===== src/rtl/rf_wb_sched.sv =====
// Writeback scheduler for the integer register file: round-robin ALU/LSU arbitration
// into a registered write stage, plus a busy-bit scoreboard that stalls issue on RAW/WAW.
module rf_wb_sched #(
  parameter int XLEN = 32
) (
  input  logic            clk,
  input  logic            rstn,
  input  logic            alu_wb_valid,
  input  logic [4:0]      alu_wb_idx,
  input  logic [XLEN-1:0] alu_wb_data,
  output logic            alu_wb_ready,
  input  logic            lsu_wb_valid,
  input  logic [4:0]      lsu_wb_idx,
  input  logic [XLEN-1:0] lsu_wb_data,
  output logic            lsu_wb_ready,
  input  logic            iss_valid,
  input  logic            iss_rs1_used,
  input  logic [4:0]      iss_rs1_idx,
  input  logic            iss_rs2_used,
  input  logic [4:0]      iss_rs2_idx,
  input  logic            iss_rd_en,
  input  logic [4:0]      iss_rd_idx,
  output logic            iss_stall,
  input  logic            flush,
  output logic            wb_rd_en,
  output logic [4:0]      wb_rd_idx,
  output logic [XLEN-1:0] wb_rd_data
);

  typedef enum logic {SRC_ALU = 1'b0, SRC_LSU = 1'b1} src_e;

  src_e            last_grant_q, last_grant_d;
  logic            wb_en_q, wb_en_d;
  logic [4:0]      wb_idx_q, wb_idx_d;
  logic [XLEN-1:0] wb_data_q, wb_data_d;
  logic [31:1]     busy_q, busy_d;
  logic [31:0]     busy_w;
  logic            alu_gnt, lsu_gnt, hazard, iss_fire;

  // Grants depend only on valids and the pointer, never on the write stage.
  always_comb begin
    alu_gnt = alu_wb_valid & (~lsu_wb_valid | (last_grant_q == SRC_LSU));
    lsu_gnt = lsu_wb_valid & ~alu_gnt;
  end

  always_comb begin
    last_grant_d = last_grant_q;
    wb_en_d      = 1'b0;
    wb_idx_d     = wb_idx_q;
    wb_data_d    = wb_data_q;
    if (alu_gnt) begin
      last_grant_d = SRC_ALU;
      wb_en_d      = |alu_wb_idx;
      wb_idx_d     = alu_wb_idx;
      wb_data_d    = alu_wb_data;
    end else if (lsu_gnt) begin
      last_grant_d = SRC_LSU;
      wb_en_d      = |lsu_wb_idx;
      wb_idx_d     = lsu_wb_idx;
      wb_data_d    = lsu_wb_data;
    end
  end

  always_comb begin
    busy_w   = {busy_q, 1'b0};
    hazard   = (iss_rs1_used & busy_w[iss_rs1_idx])
             | (iss_rs2_used & busy_w[iss_rs2_idx])
             | (iss_rd_en    & busy_w[iss_rd_idx]);
    iss_fire = iss_valid & ~hazard & iss_rd_en & (iss_rd_idx != 5'd0);
  end

  // Priority per bit: flush over set over writeback clear.
  always_comb begin
    busy_d = busy_q;
    for (int unsigned i = 1; i < 32; i++) begin
      if (wb_en_q && (wb_idx_q == 5'(i)))
        busy_d[i] = 1'b0;
      if (iss_fire && (iss_rd_idx == 5'(i)))
        busy_d[i] = 1'b1;
      if (flush)
        busy_d[i] = 1'b0;
    end
  end

  always_ff @(posedge clk) begin
    if (!rstn) begin
      last_grant_q <= SRC_LSU;
      wb_en_q      <= 1'b0;
      wb_idx_q     <= '0;
      wb_data_q    <= '0;
      busy_q       <= '0;
    end else begin
      last_grant_q <= last_grant_d;
      wb_en_q      <= wb_en_d;
      wb_idx_q     <= wb_idx_d;
      wb_data_q    <= wb_data_d;
      busy_q       <= busy_d;
    end
  end

  assign alu_wb_ready = alu_gnt;
  assign lsu_wb_ready = lsu_gnt;
  assign iss_stall    = iss_valid & hazard;
  assign wb_rd_en     = wb_en_q;
  assign wb_rd_idx    = wb_idx_q;
  assign wb_rd_data   = wb_data_q;

endmodule


===== config.mk =====
export PLATFORM = sky130hd
export DESIGN_NAME = rf_wb_sched
export DESIGN_NICKNAME = d
export VERILOG_FILES = /design/src/rtl/rf_wb_sched.sv
export SDC_FILE = /design/constraint.sdc
export NUM_CORES = 1
export LEC_CHECK = 0
export ABC_AREA = 1
export CAP_MARGIN = 40
export CORE_UTILIZATION = 45
export DETAILED_ROUTE_END_ITERATION = 12
export PLACE_DENSITY = 0.87
export SYNTH_ARGS = -nofsm -noshare
export SYNTH_HDL_FRONTEND = slang
export SYNTH_SLANG_ARGS = --single-unit

===== constraint.sdc =====
create_clock -name clk -period 2.35 [get_ports clk]
set_input_delay 0.47 -clock clk [delete_from_list [all_inputs] [get_ports clk]]
set_output_delay 0.47 -clock clk [all_outputs]
set_load 0.1 [all_outputs]

==> results of run 1 <==
[layout make-up]
class / count / area share, %
Timing Repair Buffer: 182 / 27.1
Tap cell: 133 / 2.57
Multi-Input combinational cell: 530 / 41.9
Inverter: 59 / 3.81
Timing Repair inverter: 1 / 0.116
Sequential cell: 70 / 21.8
Clock buffer: 9 / 1.92
Clock inverter: 7 / 0.774
[power by group]
| part | internal (mW) | switching (mW) | leakage [nW] |
|---|---|---|---|
| clock | 0.384 | 0.498 | 0.0816 |
| combinational | 0.392 | 0.802 | 1.93 |
| sequential | 1.24 | 0.0383 | 0.577 |
[layout by cell type, fill, tap and decap left out, drive strengths merged]
| cell | count |
|---|---|
| a21oi | 40 |
| o41ai | 1 |
| clkinv | 5 |
| clkdlybuf4s15 | 1 |
| clkinvlp | 4 |
| nand3 | 78 |
| o21ai | 40 |
| a31oi | 36 |
| or4 | 1 |
| nand4 | 1 |
| clkdlybuf4s50 | 87 |
| inv | 58 |
| dlygate4sd2 | 5 |
| nand2 | 272 |
| buf | 87 |
| or2 | 1 |
| nor3 | 12 |
| dfxtp | 70 |
| o211ai | 4 |
| nor2 | 44 |
| clkbuf | 11 |
[metal layers]
metal	track usage, %	share of wire [%]
met1	34.9	39
met2	51.7	49
met3	6.77	8.3
met4	12.2	3.1
met5	0	0
[registers in the layout, summed over array words and instances, names as in the netlist]
signal	count
wb_rd_data	32
busy_q	31
wb_rd_en	1
wb_rd_idx	5
last_grant_q	1
[worst register-to-register path: stages, from the launching register on]
cell and delay (ns):
sky130_fd_sc_hd__dfxtp_2 0.36, sky130_fd_sc_hd__inv_1 0.09, sky130_fd_sc_hd__o21ai_1 0.07, sky130_fd_sc_hd__nand2_1 0.07
sky130_fd_sc_hd__nand2_1 0.05, sky130_fd_sc_hd__nand2_1 0.05, sky130_fd_sc_hd__nand2_1 0.07, sky130_fd_sc_hd__nor2_1 0.13
sky130_fd_sc_hd__nand2_1 0.09, sky130_fd_sc_hd__nand3_2 0.09, sky130_fd_sc_hd__nand2_4 0.06, sky130_fd_sc_hd__buf_4 0.15
sky130_fd_sc_hd__nor2_8 0.48, sky130_fd_sc_hd__nand3_1 0.17, sky130_fd_sc_hd__a21oi_1 0.15
[timing repair]
item	4_1_cts	5_1_grt
endpoints found under the setup margin	32	19
buffers inserted	2	4
pin swaps	4	20
endpoints found under the hold margin	0	0
cloned	3	0
resized for setup	40	32
[metrics by stage]
step / hold slack, ns / worst slack [ns]
after floorplan: 0.456 / 0.0607
after global placement: 0.469 / -0.428
after detailed placement: 0.476 / -0.471
after CTS: 0.488 / 0.00200
after global routing: 0.506 / -0.0561
final: 0.489 / 0.0169
[how the worst max path moves through the flow]
| stage | startpoint | endpoint | slack (ns) | cells after the start |
|---|---|---|---|---|
| after floorplan | iss_rs2_idx[0] | iss_stall | 0.06 | 12 |
| after global placement | iss_rs2_idx[0] | busy_q[4] | -0.43 | 13 |
| after detailed placement | iss_rs2_idx[0] | busy_q[26] | -0.47 | 13 |
| after CTS | iss_rd_idx[1] | iss_stall | 0.002 | 16 |
| after global routing | iss_rd_idx[1] | iss_stall | -0.06 | 15 |
| final | iss_rd_idx[3] | iss_stall | 0.02 | 13 |
[logic make-up (layout without fill, tap and decap cells)]
kind of cell,after synthesis,in the layout,share of synthesized area [%]
AOI/OAI and AO/OA,121,121,17.3
buffers and inverters,99,258,10.8
DFF,70,70,31.0
and+or+nand+nor,409,409,40.9
==> results.toml, run 1 <==
[run_status]
run_status = "completed"

[sta]
worstMarginPinSlew_ns = 0.632
clock-skew-final_ns = 0.0141
rsz_0062_raised_after_global_routing = "true"
fmax_mhz = 429
report.final.slew_viol_count = 0
hold_viol_final = 0
setup_violations = 0
timing.max_slew.rel_slack_pct = 57.9
layout_worst_path_cycle_share_pct = 99.3
timing.final.crit_period_ns = 2.33
setup-tns-final_ns = 0

[placement]
place_inst = 966
placed_cell_area_um2 = 6090
detailed_place_hpwl_mm = 10.7
io_buffer_count = 138
finalWeightedCongestion = 0.900

[pwr]
power_density_nw_per_um2 = 519
ir_worst_vdd_uv = 590
report.power.total_mw = 3.35
power.leakage_nw = 2.59

[yosys]
synth_seq_cells = 70
dominantRegCellSynth = "sky130_fd_sc_hd__dfxtp_1"
synth_enable_flop_cells = 0
postSynthCellCount = 699
netlist_top_cells_area = "sky130_fd_sc_hd__dfxtp_1 31%, sky130_fd_sc_hd__nand2_1 22%, sky130_fd_sc_hd__nand3_2 6.9%"
synthesis.area_um2 = 4530
synthesized_net_count = 797
synthDistinctLibCells = 30
post-synth-top-count-cell = "sky130_fd_sc_hd__nand2_1"
post-synth-top-area-cell = "sky130_fd_sc_hd__dfxtp_1"
ys_warn_count = 0
asyncSetResetFlopFracSynth_pct = 0
synth_sequential_area_ratio_pct = 31.0
synth_top_area_share_pct = 31.0
post_synth.cell_area_avg_um2 = 6.47
yosys-top-cells-count = "269 x sky130_fd_sc_hd__nand2_1, 70 x sky130_fd_sc_hd__dfxtp_1, 51 x sky130_fd_sc_hd__inv_1, 47 x sky130_fd_sc_hd__nand3_1, 40 x sky130_fd_sc_hd__nor2_1"

[global_route]
grt_antenna_before_repair = 0
grt_pass1_wl_mm = 24.2
first_global_vias = 5061
track_usage_pct = 29.6
overflow = 0
grt_start_max_net_pins = 38

[min_path]
worst_hold_path.endpoint = "last_grant_q"
hold_start = "last_grant_q"
min_delay_path_depth = 2
hold_path_class = "reg -> reg"

[detailed_routing]
drt_first_pass_iters = 6
postRouteWirelength_mm = 14.8
route.detailed.drc = 0
post_drt_wl_per_cell_um = 14.9
drt-initial-drc-count = 518
route.vias.total = 5310
drt-vias-per-instance = 5.36
antenna_violating_nets_post_route = 0

[clocking]
clk_path_buf_depth = 2
cts.hold.buffers_added = 0
clkSinkCount = 70
cts.clk_slew.worst_paths_ns = 0.07
cts-buffers-inserted = 9
worst_skew_pair.late_latency_ns = 0.36
cts_root_buf = "sky130_fd_sc_hd__clkbuf_8"
cts_tree = "done"
h-tree-depth = 3

[die]
start_util_pct = 46.3
num_io_pins = 139
die_width_um = 102
placeableCoreArea_um2 = 9770
die_h_um = 102
design.die.area_um2 = 10500
placementRows = 36

[finish]
final_net_count = 951
combined_area_of_the_multi_input_logic_cells_um2 = 2710
fillers = 827
instances_no_fill = 991
layout-drive-gt1-share_pct = 23.9
postLayoutCoreUtil_pct = 66.1
antenna-diode-count = 0
post-route-cell-area_um2 = 6460
flow.area_growth_from_synthesis_pct = 42.9
seq_area_um2 = 1410

[setup_path]
crit_path_frequent_cell = "sky130_fd_sc_hd__nand2_1"
r2r_setup_slack_ns = 0.21
cp_data_required_time_ns = 1.88
critPathSlowestCell = "sky130_fd_sc_hd__dlygate4sd2_1"
worst_setup_path_start_kind = "input pin"
launching_point_of_the_worst_reg2reg_path = "busy_q[4]"
end_kind = "output port"
cp_cell_sequence = "dlygate4sd2_1 -> inv_1 -> nand2_1 -> inv_1 -> nand2_1 -> nand2_1 -> nor2_1 -> nand2_1 -> nand3_2 -> nand2_4 -> o21ai_4 -> inv_4 -> buf_12"
reg2reg_depth = 14
critical_path.n_buffers_inverters = 5
critical_path.reg2reg.endpoint = "busy_q[26]"
timing.critical_path.arrival_ns = 1.86
critical_path.top_delay_family = "buffers and inverters"
path_max_fanout = 3
criticalPathCategory = "in -> out"
cp_slowest_stage_delay_ns = 0.28

[flow_run]
timing.max_cap.violations = 0
No activity file was read; power rests on OpenSTA's default activity.
==> run 2, diff against run 1 <==
- CAP_MARGIN: 40 -> 20
- CTS_CLUSTER_SIZE: not set -> 28
==> results.toml, run 2 (synthesis results as in run 1) <==
[finish]
post-route-cell-area_um2 = 6490
flow.area_growth_from_synthesis_pct = 43.4
final_net_count = 948
mostFrequentLayoutCell = "sky130_fd_sc_hd__nand2_1"
layout_common_cells = "267 x sky130_fd_sc_hd__nand2_1, 87 x sky130_fd_sc_hd__clkdlybuf4s50_1, 70 x sky130_fd_sc_hd__buf_4, 59 x sky130_fd_sc_hd__dfxtp_1, 49 x sky130_fd_sc_hd__inv_1"
seq_area_um2 = 1420
layout-drive-gt1-share_pct = 24.3
fillers = 805
combined_area_of_the_multi_input_logic_cells_um2 = 2720
antenna-diode-count = 0
largest_register_ffs = 32

[pwr]
internal_power_mw = 2.23
power_frac_clock_pct = 30.8
power_density_nw_per_um2 = 550
sequentialPowerShare_pct = 35.8
combPwrFrac_pct = 33.4
power.leakage_nw = 2.59
ir_worst_vdd_uv = 568
sw_frac_of_total_pct = 37.6
switching_power_mw = 1.34
report.power.total_mw = 3.57

[global_route]
overflow = 0
first_global_vias = 5152
track_usage_pct = 29.6
grt_antenna_before_repair = 0
grt_start_max_net_pins = 38
grt_pass1_wl_mm = 24.3

[placement]
placed_cell_area_um2 = 6060
detailed_place_hpwl_mm = 10.6
finalWeightedCongestion = 0.900
io_buffer_count = 138

[clocking]
cts-buffers-inserted = 9
clkSinkCount = 70
cts.clk_slew.worst_paths_ns = 0.08
cts.hold.buffers_added = 0
clk_path_buf_depth = 2
h-tree-depth = 3
cts_root_buf = "sky130_fd_sc_hd__clkbuf_8"
cts_tree = "done"
worst_skew_pair.late_latency_ns = 0.36

[sta]
fmax_mhz = 441
worstMarginPinSlew_ns = 0.963
report.final.slew_viol_count = 0
setup-tns-final_ns = 0
setup_violations = 0
layout_worst_path_cycle_share_pct = 96.5
rsz_0062_raised_after_global_routing = "true"
hold_viol_final = 0
timing.max_slew.rel_slack_pct = 35.8
clock-skew-final_ns = 0.0126
finalHoldWorstSlack_ns = 0.484
timing.final.crit_period_ns = 2.27

[setup_path]
r2r_setup_slack_ns = 0.25
worst_setup_path_start_kind = "input pin"
launching_point_of_the_worst_reg2reg_path = "busy_q[23]"
end_kind = "output port"
worstSetupEndpoint = "iss_stall"
reg2reg_depth = 12
path_max_fanout = 16
critical_path.reg2reg.endpoint = "busy_q[7]"
criticalPathCategory = "in -> out"
cp_data_required_time_ns = 1.88
timing.critical_path.arrival_ns = 1.80
critical_path.startpoint = "iss_rs1_idx[0]"

[detailed_routing]
antenna_violating_nets_post_route = 0
post_drt_wl_per_cell_um = 15.0
drt-vias-per-instance = 5.40
postRouteWirelength_mm = 14.8
drt-initial-drc-count = 414
drt_first_pass_iters = 5
route.vias.total = 5333
route.detailed.drc = 0

[die]
num_io_pins = 139
die_h_um = 102
die_width_um = 102
placeableCoreArea_um2 = 9770
design.die.area_um2 = 10500
placementRows = 36
start_util_pct = 46.3

[run_status]
run_status = "completed"

[flow_run]
timing.max_cap.violations = 0

[min_path]
hold_path_class = "reg -> reg"
run 2: cell types whose count changed in the layout (fill, tap and decap cells not counted), sizes merged:
cell | previous run | this run
clkinv | 5 | 4
clkdlybuf4s15 | 1 | 2
clkinvlp | 4 | 3
dlygate4sd2 | 5 | 4
clkbuf | 11 | 10
buf | 87 | 85
bufinv | 0 | 2
run 2: cell type report:
type / count / share of cell area (%)
Sequential cell: 70 / 21.8
Timing Repair inverter: 1 / 0.116
Inverter: 59 / 3.80
Clock buffer: 9 / 1.91
Timing Repair Buffer: 179 / 26.4
Clock inverter: 7 / 1.50
Tap cell: 133 / 2.56
Multi-Input combinational cell: 530 / 41.9
run 2: power by group through the flow:
stage	logic (mW)	clock network [mW]	registers, mW
2_1_floorplan	0.394	0	1.68
3_3_place_gp	1.14	0	1.30
3_5_place_dp	1.15	0	1.30
4_1_cts	1.17	1.10	1.28
5_1_grt	1.25	1.16	1.29
6_report	1.19	1.10	1.28
run 2: through the flow:
stage / setup slack [ns] / util, % / std cells
2_1_floorplan: 0.0607 / - / 699
3_3_place_gp: -0.428 / 62.0 / 965
3_5_place_dp: -0.484 / 62.0 / 965
4_1_cts: 0.00316 / 65.6 / 987
5_1_grt: -0.0233 / 66.4 / 988
6_report: 0.0823 / 66.4 / 988
run 2: per-layer routing:
metal | track usage [%] | share of wire [%]
met1 | 34.3 | 39
met2 | 51.4 | 49
met3 | 6.63 | 8.4
met4 | 14.7 | 3.1
met5 | 0 | 0
run 2: worst min-delay path by stage:
stage / start / end / slack (ns) / cells past startpoint
after global routing: wb_rd_data[8] / wb_rd_data[8] / 0.51 / 2
after global placement: last_grant_q / last_grant_q / 0.47 / 2
after CTS: last_grant_q / last_grant_q / 0.49 / 2
final: last_grant_q / last_grant_q / 0.48 / 2
after floorplan: last_grant_q / last_grant_q / 0.46 / 2
after detailed placement: last_grant_q / last_grant_q / 0.48 / 2
run 2: timing repair:
item / in CTS / in global routing
resized for setup: 40 / 41
buffers inserted: 3 / 1
pin swaps: 5 / 21
gates cloned: 3 / 0
endpoints found under the setup margin: 32 / 15
run 2: critical path, stage by stage:
cell,delay (ns)
sky130_fd_sc_hd__clkdlybuf4s15_2,0.22
sky130_fd_sc_hd__buf_12,0.16
sky130_fd_sc_hd__nand2_1,0.06
sky130_fd_sc_hd__nand2_1,0.06
sky130_fd_sc_hd__nand2_1,0.05
sky130_fd_sc_hd__nand3_1,0.07
sky130_fd_sc_hd__nand3_1,0.09
sky130_fd_sc_hd__nand3_2,0.09
sky130_fd_sc_hd__nand3_2,0.11
sky130_fd_sc_hd__nand2_4,0.06
sky130_fd_sc_hd__o21ai_4,0.14
sky130_fd_sc_hd__inv_4,0.05
sky130_fd_sc_hd__buf_12,0.16
==> run 3, diff against run 2 <==
- CAP_MARGIN: 20 -> 10
==> results of run 3 <==
Same layout as run 2: the final DEF is identical, and so are final timing and power.
